**src/rtl/sync_queue_if.sv**
```systemverilog
// Producer/consumer handshake bundle for sync_queue: push/pop requests in,
// head data, occupancy and error pulses out.
interface sync_queue_if #(
    parameter int WIDTH  = 8,
    parameter int ADDR_W = 3
);
    logic              push;
    logic              pop;
    logic [WIDTH-1:0]  write_data;
    logic [WIDTH-1:0]  read_data;
    logic [ADDR_W:0]   count;
    logic              empty;
    logic              full;
    logic              overflow;
    logic              underflow;

    modport master (
        output push, pop, write_data,
        input  read_data, count, empty, full, overflow, underflow
    );

    modport slave (
        input  push, pop, write_data,
        output read_data, count, empty, full, overflow, underflow
    );
endinterface

```
**src/rtl/sync_queue.sv**
```systemverilog
// Single-clock FIFO with registered head output, occupancy, full/empty flags
// and one-cycle error pulses for rejected push/pop requests.
module sync_queue #(
    parameter int WIDTH  = 8,
    parameter int DEPTH  = 8,
    parameter int ADDR_W = 3
) (
    input  logic         clk,
    input  logic         rst,
    sync_queue_if.slave  bus
);
    logic [WIDTH-1:0]  mem [DEPTH];
    logic [ADDR_W-1:0] wr_ptr, rd_ptr;
    logic [ADDR_W:0]   cnt, cnt_nxt;
    logic [WIDTH-1:0]  rd_q;
    logic              empty_q, full_q, ovf_q, udf_q;
    logic              push_ok, pop_ok;

    // A push into a full queue is still accepted when a pop frees the head slot.
    assign push_ok = bus.push & (~full_q | bus.pop);
    assign pop_ok  = bus.pop & ~empty_q;

    always_comb begin
        cnt_nxt = cnt;
        if (push_ok && !pop_ok)
            cnt_nxt = cnt + 1'b1;
        else if (pop_ok && !push_ok)
            cnt_nxt = cnt - 1'b1;
    end

    // Storage is not reset; contents are don't-care after rst.
    always_ff @(posedge clk) begin
        if (!rst && push_ok)
            mem[wr_ptr] <= bus.write_data;
    end

    always_ff @(posedge clk or posedge rst) begin
        if (rst) begin
            wr_ptr  <= '0;
            rd_ptr  <= '0;
            cnt     <= '0;
            rd_q    <= '0;
            empty_q <= 1'b1;
            full_q  <= 1'b0;
            ovf_q   <= 1'b0;
            udf_q   <= 1'b0;
        end else begin
            if (push_ok)
                wr_ptr <= wr_ptr + 1'b1;
            if (pop_ok) begin
                rd_q   <= mem[rd_ptr];
                rd_ptr <= rd_ptr + 1'b1;
            end
            cnt     <= cnt_nxt;
            empty_q <= (cnt_nxt == '0);
            full_q  <= (cnt_nxt == (ADDR_W+1)'(DEPTH));
            ovf_q   <= bus.push & full_q & ~bus.pop;
            udf_q   <= bus.pop & empty_q;
        end
    end

    assign bus.read_data = rd_q;
    assign bus.count     = cnt;
    assign bus.empty     = empty_q;
    assign bus.full      = full_q;
    assign bus.overflow  = ovf_q;
    assign bus.underflow = udf_q;
endmodule

```
**src/flat_wrapper.sv**
```systemverilog
// flat-port wrapper written by rule: the top's interface ports become plain ports
module sync_queue_flat 
#(
    parameter int WIDTH  = 8,
    parameter int DEPTH  = 8,
    parameter int ADDR_W = 3
)
  (clk, rst, bus_push, bus_pop, bus_write_data, bus_read_data, bus_count, bus_empty, bus_full, bus_overflow, bus_underflow);
  sync_queue_if #(.WIDTH(WIDTH), .ADDR_W(ADDR_W)) bus_i ();
  input  logic clk;
  input  logic rst;
  input wire logic [$bits(bus_i.push)-1:0] bus_push;
  input wire logic [$bits(bus_i.pop)-1:0] bus_pop;
  input wire logic [$bits(bus_i.write_data)-1:0] bus_write_data;
  output wire logic [$bits(bus_i.read_data)-1:0] bus_read_data;
  output wire logic [$bits(bus_i.count)-1:0] bus_count;
  output wire logic [$bits(bus_i.empty)-1:0] bus_empty;
  output wire logic [$bits(bus_i.full)-1:0] bus_full;
  output wire logic [$bits(bus_i.overflow)-1:0] bus_overflow;
  output wire logic [$bits(bus_i.underflow)-1:0] bus_underflow;
  assign bus_i.push = bus_push;
  assign bus_i.pop = bus_pop;
  assign bus_i.write_data = bus_write_data;
  assign bus_read_data = bus_i.read_data;
  assign bus_count = bus_i.count;
  assign bus_empty = bus_i.empty;
  assign bus_full = bus_i.full;
  assign bus_overflow = bus_i.overflow;
  assign bus_underflow = bus_i.underflow;
  sync_queue #(.WIDTH(WIDTH), .DEPTH(DEPTH), .ADDR_W(ADDR_W)) u_core (.clk(clk), .rst(rst), .bus(bus_i));
endmodule
```
**config.mk**
```make
export PLATFORM = sky130hd
export DESIGN_NAME = sync_queue_flat
export DESIGN_NICKNAME = d
export VERILOG_FILES = /design/src/rtl/sync_queue_if.sv /design/src/rtl/sync_queue.sv /design/src/flat_wrapper.sv
export SDC_FILE = /design/constraint.sdc
export NUM_CORES = 1
export LEC_CHECK = 0
export ABC_AREA = 1
export CORE_ASPECT_RATIO = 0.75
export CORE_MARGIN = 2
export CORE_UTILIZATION = 45
export CTS_CLUSTER_DIAMETER = 40
export DETAILED_ROUTE_END_ITERATION = 16
export PLACE_DENSITY_LB_ADDON = 0.15
export SYNTH_ARGS = -nofsm -noshare
export SYNTH_HDL_FRONTEND = slang
export SYNTH_SLANG_ARGS = --single-unit
export TNS_END_PERCENT = 1
```
**constraint.sdc**
```tcl
create_clock -name clk -period 3 [get_ports clk]
set_input_delay 0.45 -clock clk [delete_from_list [all_inputs] [get_ports clk]]
set_output_delay 0.45 -clock clk [all_outputs]
set_load 0.1 [all_outputs]
```
======== Yosys cells after proc, flatten, opt, wreduce, memory -nomap -nowiden ========
Memories as Yosys holds them, arrays and structs flattened. A register that Yosys moved wholly into a read port is not among the register bits.
Cells that the tools add are included.
storage, ports and cells
  register bits after elaboration ......... 14
  output and inout port bits .............. 16
  memory bits (writable) .................. 64
  word-level logic and storage cells ...... 33
  memories kept ........................... 1
  input bits .............................. 12
memories
  name        words  bits a word  read ports  clocked after Yosys merged registers in  write ports  RTL line          source
  u_core.mem  8      8            1           1                                        1            sync_queue.sv:12  logic [WIDTH-1:0] mem [DEPTH];
cells by class
  add/subtract/negate cells ............... 4
  muxes and demuxes ....................... 4
  equal/unequal tests ..................... 1
  bitwise gates (word level) .............. 9
  reduce and logical (&&, ||, !) cells .... 7
operators by type and width
  kind                   number
  $mux W4                2
  $add A3 B1 Y3 const B  2
  $and A1 B1 Y1          5
  $add A4 B1 Y4 const B  1
  $eq A4 B4 Y1 const B   1
  $logic_not A4 Y1       1
  $sub A4 B1 Y4 const B  1
  $logic_and A1 B1 Y1    3
  $logic_not A1 Y1       3
  $not A1 Y1             3
  $mux W1                2
  $or A1 B1 Y1           1

======== Logic depth before layout (Yosys ltp) ========
  depth after elaboration ................. 8
  depth in mapped cells ................... 10
  gate-level depth less buffers ........... 10

======== Worst setup path after synthesis ========
Ideal clock, no wire load.
  path kind ............................... register to register
  from .................................... register u_core.full_q (netlist: u_core.bus.full)
  to ...................................... memory u_core.mem[6][0], enable pin
  cell stages (with the launch flop) ...... 5
  clock period less this slack ............ 2.148 ns
  path buffers ............................ 0
  arrival time ............................ 1.777 ns
  library setup time ...................... 0.370 ns
  required time ........................... 2.630 ns
  setup slack ............................. 0.852 ns
  path through ............................ dfrtp_1 > nand2_2 > nand2_1 > or2_2 > nor2_1
between the ends
  cells in the longest elaborated chain, start to end .. 6
ends and longest elaborated chain
  what                           RTL line          source
  from (decl)                    sync_queue.sv:16  logic empty_q, full_q, ovf_q, udf_q;
  from (signal assigned)         sync_queue.sv:56  full_q <= (cnt_nxt == (ADDR_W+1)'(DEPTH));
  $not A1 Y1                     sync_queue.sv:20  assign push_ok = bus.push & (~full_q | bus.pop);
  $or A1 B1 Y1                   sync_queue.sv:20
  $and A1 B1 Y1                  sync_queue.sv:20
  $logic_and A1 B1 Y1            sync_queue.sv:33  if (!rst && push_ok)
  $mux W1                        sync_queue.sv:33
  $mux W1 (not written as such)  sync_queue.sv:34  mem[wr_ptr] <= bus.write_data;
  to (decl)                      sync_queue.sv:12
No other way between the ends.

======== Worst setup path in the final report ========
  from .................................... input bus_pop
  to ...................................... memory u_core.mem[0][2], enable pin
between the ends
  cells in the longest elaborated chain, start to end .. 5
ends and longest elaborated chain
  what                           RTL line            source
  from (decl)                    flat_wrapper.sv:13  input wire logic [$bits(bus_i.pop)-1:0] bus_pop;
  $or A1 B1 Y1                   sync_queue.sv:20
  $and A1 B1 Y1                  sync_queue.sv:20
  $logic_and A1 B1 Y1            sync_queue.sv:33
  $mux W1                        sync_queue.sv:33
  $mux W1 (not written as such)  sync_queue.sv:34
No other way between the ends.

==> flow_summary.yaml <==
sta:
  clock_skew_ns: 0.0106
  worst_pin_slew_ns: 0.903
  period_needed_ns: 2.18
  rsz0062_at_grt: "false"
  setup_tns_ns: 0
  hold_viol_final: 0
  fin_crit_sh: 0.728
  fmax_mhz: 458
  setup_viol: 0
  slew_headroom: 0.398
  finalMaxSlewViolations: 0
critical_path:
  path_depth: 6
  cp_max_fo: 8
  cp_data_required_time_ns: 2.98
  crit_buf_inv: 2
  critical-path-slowest-cell: "clkdlybuf4s50_1"
  reg2reg_to: "u_core.bus.read_data[3]"
  worstPathArrival_ns: 2.16
  crit_chain: "clkdlybuf4s50_1 > inv_1 > nand2_2 > nand2_1 > or2_2 > nor2_1"
  slowest_delay_ns: 0.56
  rr_startpoint: "u_core.rd_ptr[1]"
  cp-end-kind: "flop"
  path_class: "input port to flop"
  path_delay_family: "simple AND/OR/NAND/NOR gates"
  rrSetupSlack_ns: 1.07
  start_kind: "input port"
  rr_worst_depth: 5
route:
  routed_wl_um: 8390
  wl_per_cell_um: 18.7
  drt-initial-drc-count: 250
  top_layer_used: "met4"
  wl_met3_um: 876
  drc: 0
  num_vias: 2350
  viasPerCell: 5.23
  ant_nets: 0
  m1WireLength_um: 4070
  dr_wl_met2_um: 3350
  first_pass_iters: 5
logic_synthesis:
  async_flop_share: 0.256
  synth_fp_nets: 324
  syn_area_mm2: 0.00356
  synthCells: 308
  ys_seq_area_frac: 0.694
  synth_top_area_share: 0.539
  syn_avg_cell_area_um2: 11.6
  ys.flop_type: "edfxtp_1"
  synth_top_area_cell: "edfxtp_1"
  synth_common_cells: "edfxtp_1, nor2_1, nand2_1"
  yosysMostFrequentCell: "edfxtp_1"
  ys_ff_latch: 86
  synth_cell_types: 29
  synth.area.top_cells: "edfxtp_1, dfrtp_1, nor2_1"
  synth_edf_count: 64
  yosys_warnings: 0
finish:
  nets: 355
  stdcell_count: 449
  fin_util: 0.525
  synthToLayoutAreaGrowth_pct: 14.6
  layout-drive-gt1-share: 0.140
  insertedDiodeCount: 0
cts:
  holdBufCountCts: 0
  cts.repair.resized: 0
  cts_max_level: 3
  cts_buffers: 9
  path_clk_slew_ns: 0.08
  cts_tree: "built"
  cts_setup_buffers: 0
  clock_latency_ns: 0.35
  cts_sinks: 86
  clk_path_buf_depth: 2
  root_buffer: "clkbuf_8"
power_and_ir_drop:
  sw_frac_of_total: 0.468
  p_per_area_mw_per_mm2: 1070
  pwr-share-clk: 0.174
  power_frac_seq: 0.384
  pwr-share-comb: 0.442
  p_switching_mw: 2.05
  irDropWorstVdd_v: 0.000893
  p_int_mw: 2.32
  cellLeakagePower_nw: 1.57
grt:
  antenna_found_initial: 0
  grt.total_usage: 0.213
  grt_max_degree: 42
  grt_pass1_vias: 2216
  grt_overflow: 0
  grt_pass1_wl_um: 13200
floorplan:
  die-area_mm2: 0.00866
  rows: 28
  io_pins: 28
  fp.dieH_um: 81.1
  die_w_um: 107
  start_util: 0.458
  fp.coreArea_mm2: 0.00778
hold_path:
  hp-class: "input port to async pin"
place:
  dp.cells: 433
  gp_congestion: 0.873
  io_buffers: 27
  place_hpwl_um: 5760
outcome:
  outcome: "finished clean"
job:
  maxCapViolCount: 0
[worst max-delay path by stage]
stage,start,endpoint,slack (ns)
floorplan,u_core.bus.full,u_core.mem[6][0],0.85
global placement,bus_pop,u_core.mem[0][4],0.49
detailed placement,bus_pop,u_core.mem[2][6],0.42
CTS,bus_pop,u_core.mem[2][0],0.79
global route,bus_pop,u_core.mem[2][0],0.68
finish,bus_pop,u_core.mem[0][2],0.82
[placed cells by master, fill, tap and decap left out, types with 4 or more instances in the layout]
cell             synthesis  routed
clkdlybuf4s50_1          0      11
nand3_1                 14      14
clkbuf_8                 0       9
o21ai_0                 34      34
ha_1                     4       4
a21oi_1                 10      10
nand2_2                  4       4
buf_4                    2      21
o211ai_1                16      16
edfxtp_1                64      64
dfrtp_1                 21      21
nand2_1                 40      40
nor2_1                  47      47
inv_1                   22      22
[power by group through the flow]
stage          Clock (mW)  Sequential, mW  Combinational, mW
2_1_floorplan           0            2.28              0.789
3_3_place_gp            0            1.69               1.92
3_5_place_dp            0            1.70               1.90
4_1_cts             0.771            1.67               1.91
5_1_grt             0.834            1.70               2.08
6_report            0.758            1.68               1.93
[final cells by class]
type / count / area (um^2)
fillers: 711 / 3690
flip-flops and latches: 86 / 2470
multi-input cells: 184 / 932
repair buffers: 32 / 268
clock buffers: 11 / 131
well taps: 105 / 131
inverters: 26 / 97.6
clock inverters: 5 / 50.0
[sequential cells by signal, summed over array words and instances (netlist names)]
register,flops
u_core.bus.count,4
u_core.bus.empty,1
u_core.bus.full,1
u_core.bus.overflow,1
u_core.bus.read_data,8
u_core.bus.underflow,1
u_core.mem,64
u_core.rd_ptr,3
u_core.wr_ptr,3
[metal layers]
metal	track usage	up-vias
li1	-	1123
met1	0.332	1128
met2	0.271	90
met3	0.0851	9
met4	0.0558	0
met5	0	-
[worst reg2reg max path, cell delays in order, from the launching register on]
cell and delay (ns):
dfrtp_1 0.94, nor2_1 0.12, o21ai_0 0.27, o211ai_1 0.30, nand3_1 0.15, nand2_1 0.05
[through the flow]
step	worst slack [ns]	area (um^2)	hold WS [ns]	power (mW)
3_3_place_gp	0.486	3900	0.475	3.61
5_1_grt	0.682	4080	0.389	4.62
6_report	0.817	4080	0.389	4.37
3_5_place_dp	0.420	3900	0.476	3.60
2_1_floorplan	0.852	3560	0.472	3.07
4_1_cts	0.792	4080	0.388	4.36
[cells by family after synthesis]
family	synth area share
compound gates	0.0969
xor+xnor	0.00983
fa+ha+maj	0.0140
buf+inv	0.0446
flops	0.694
simple gates	0.141
(Power assumes the default switching activity.)
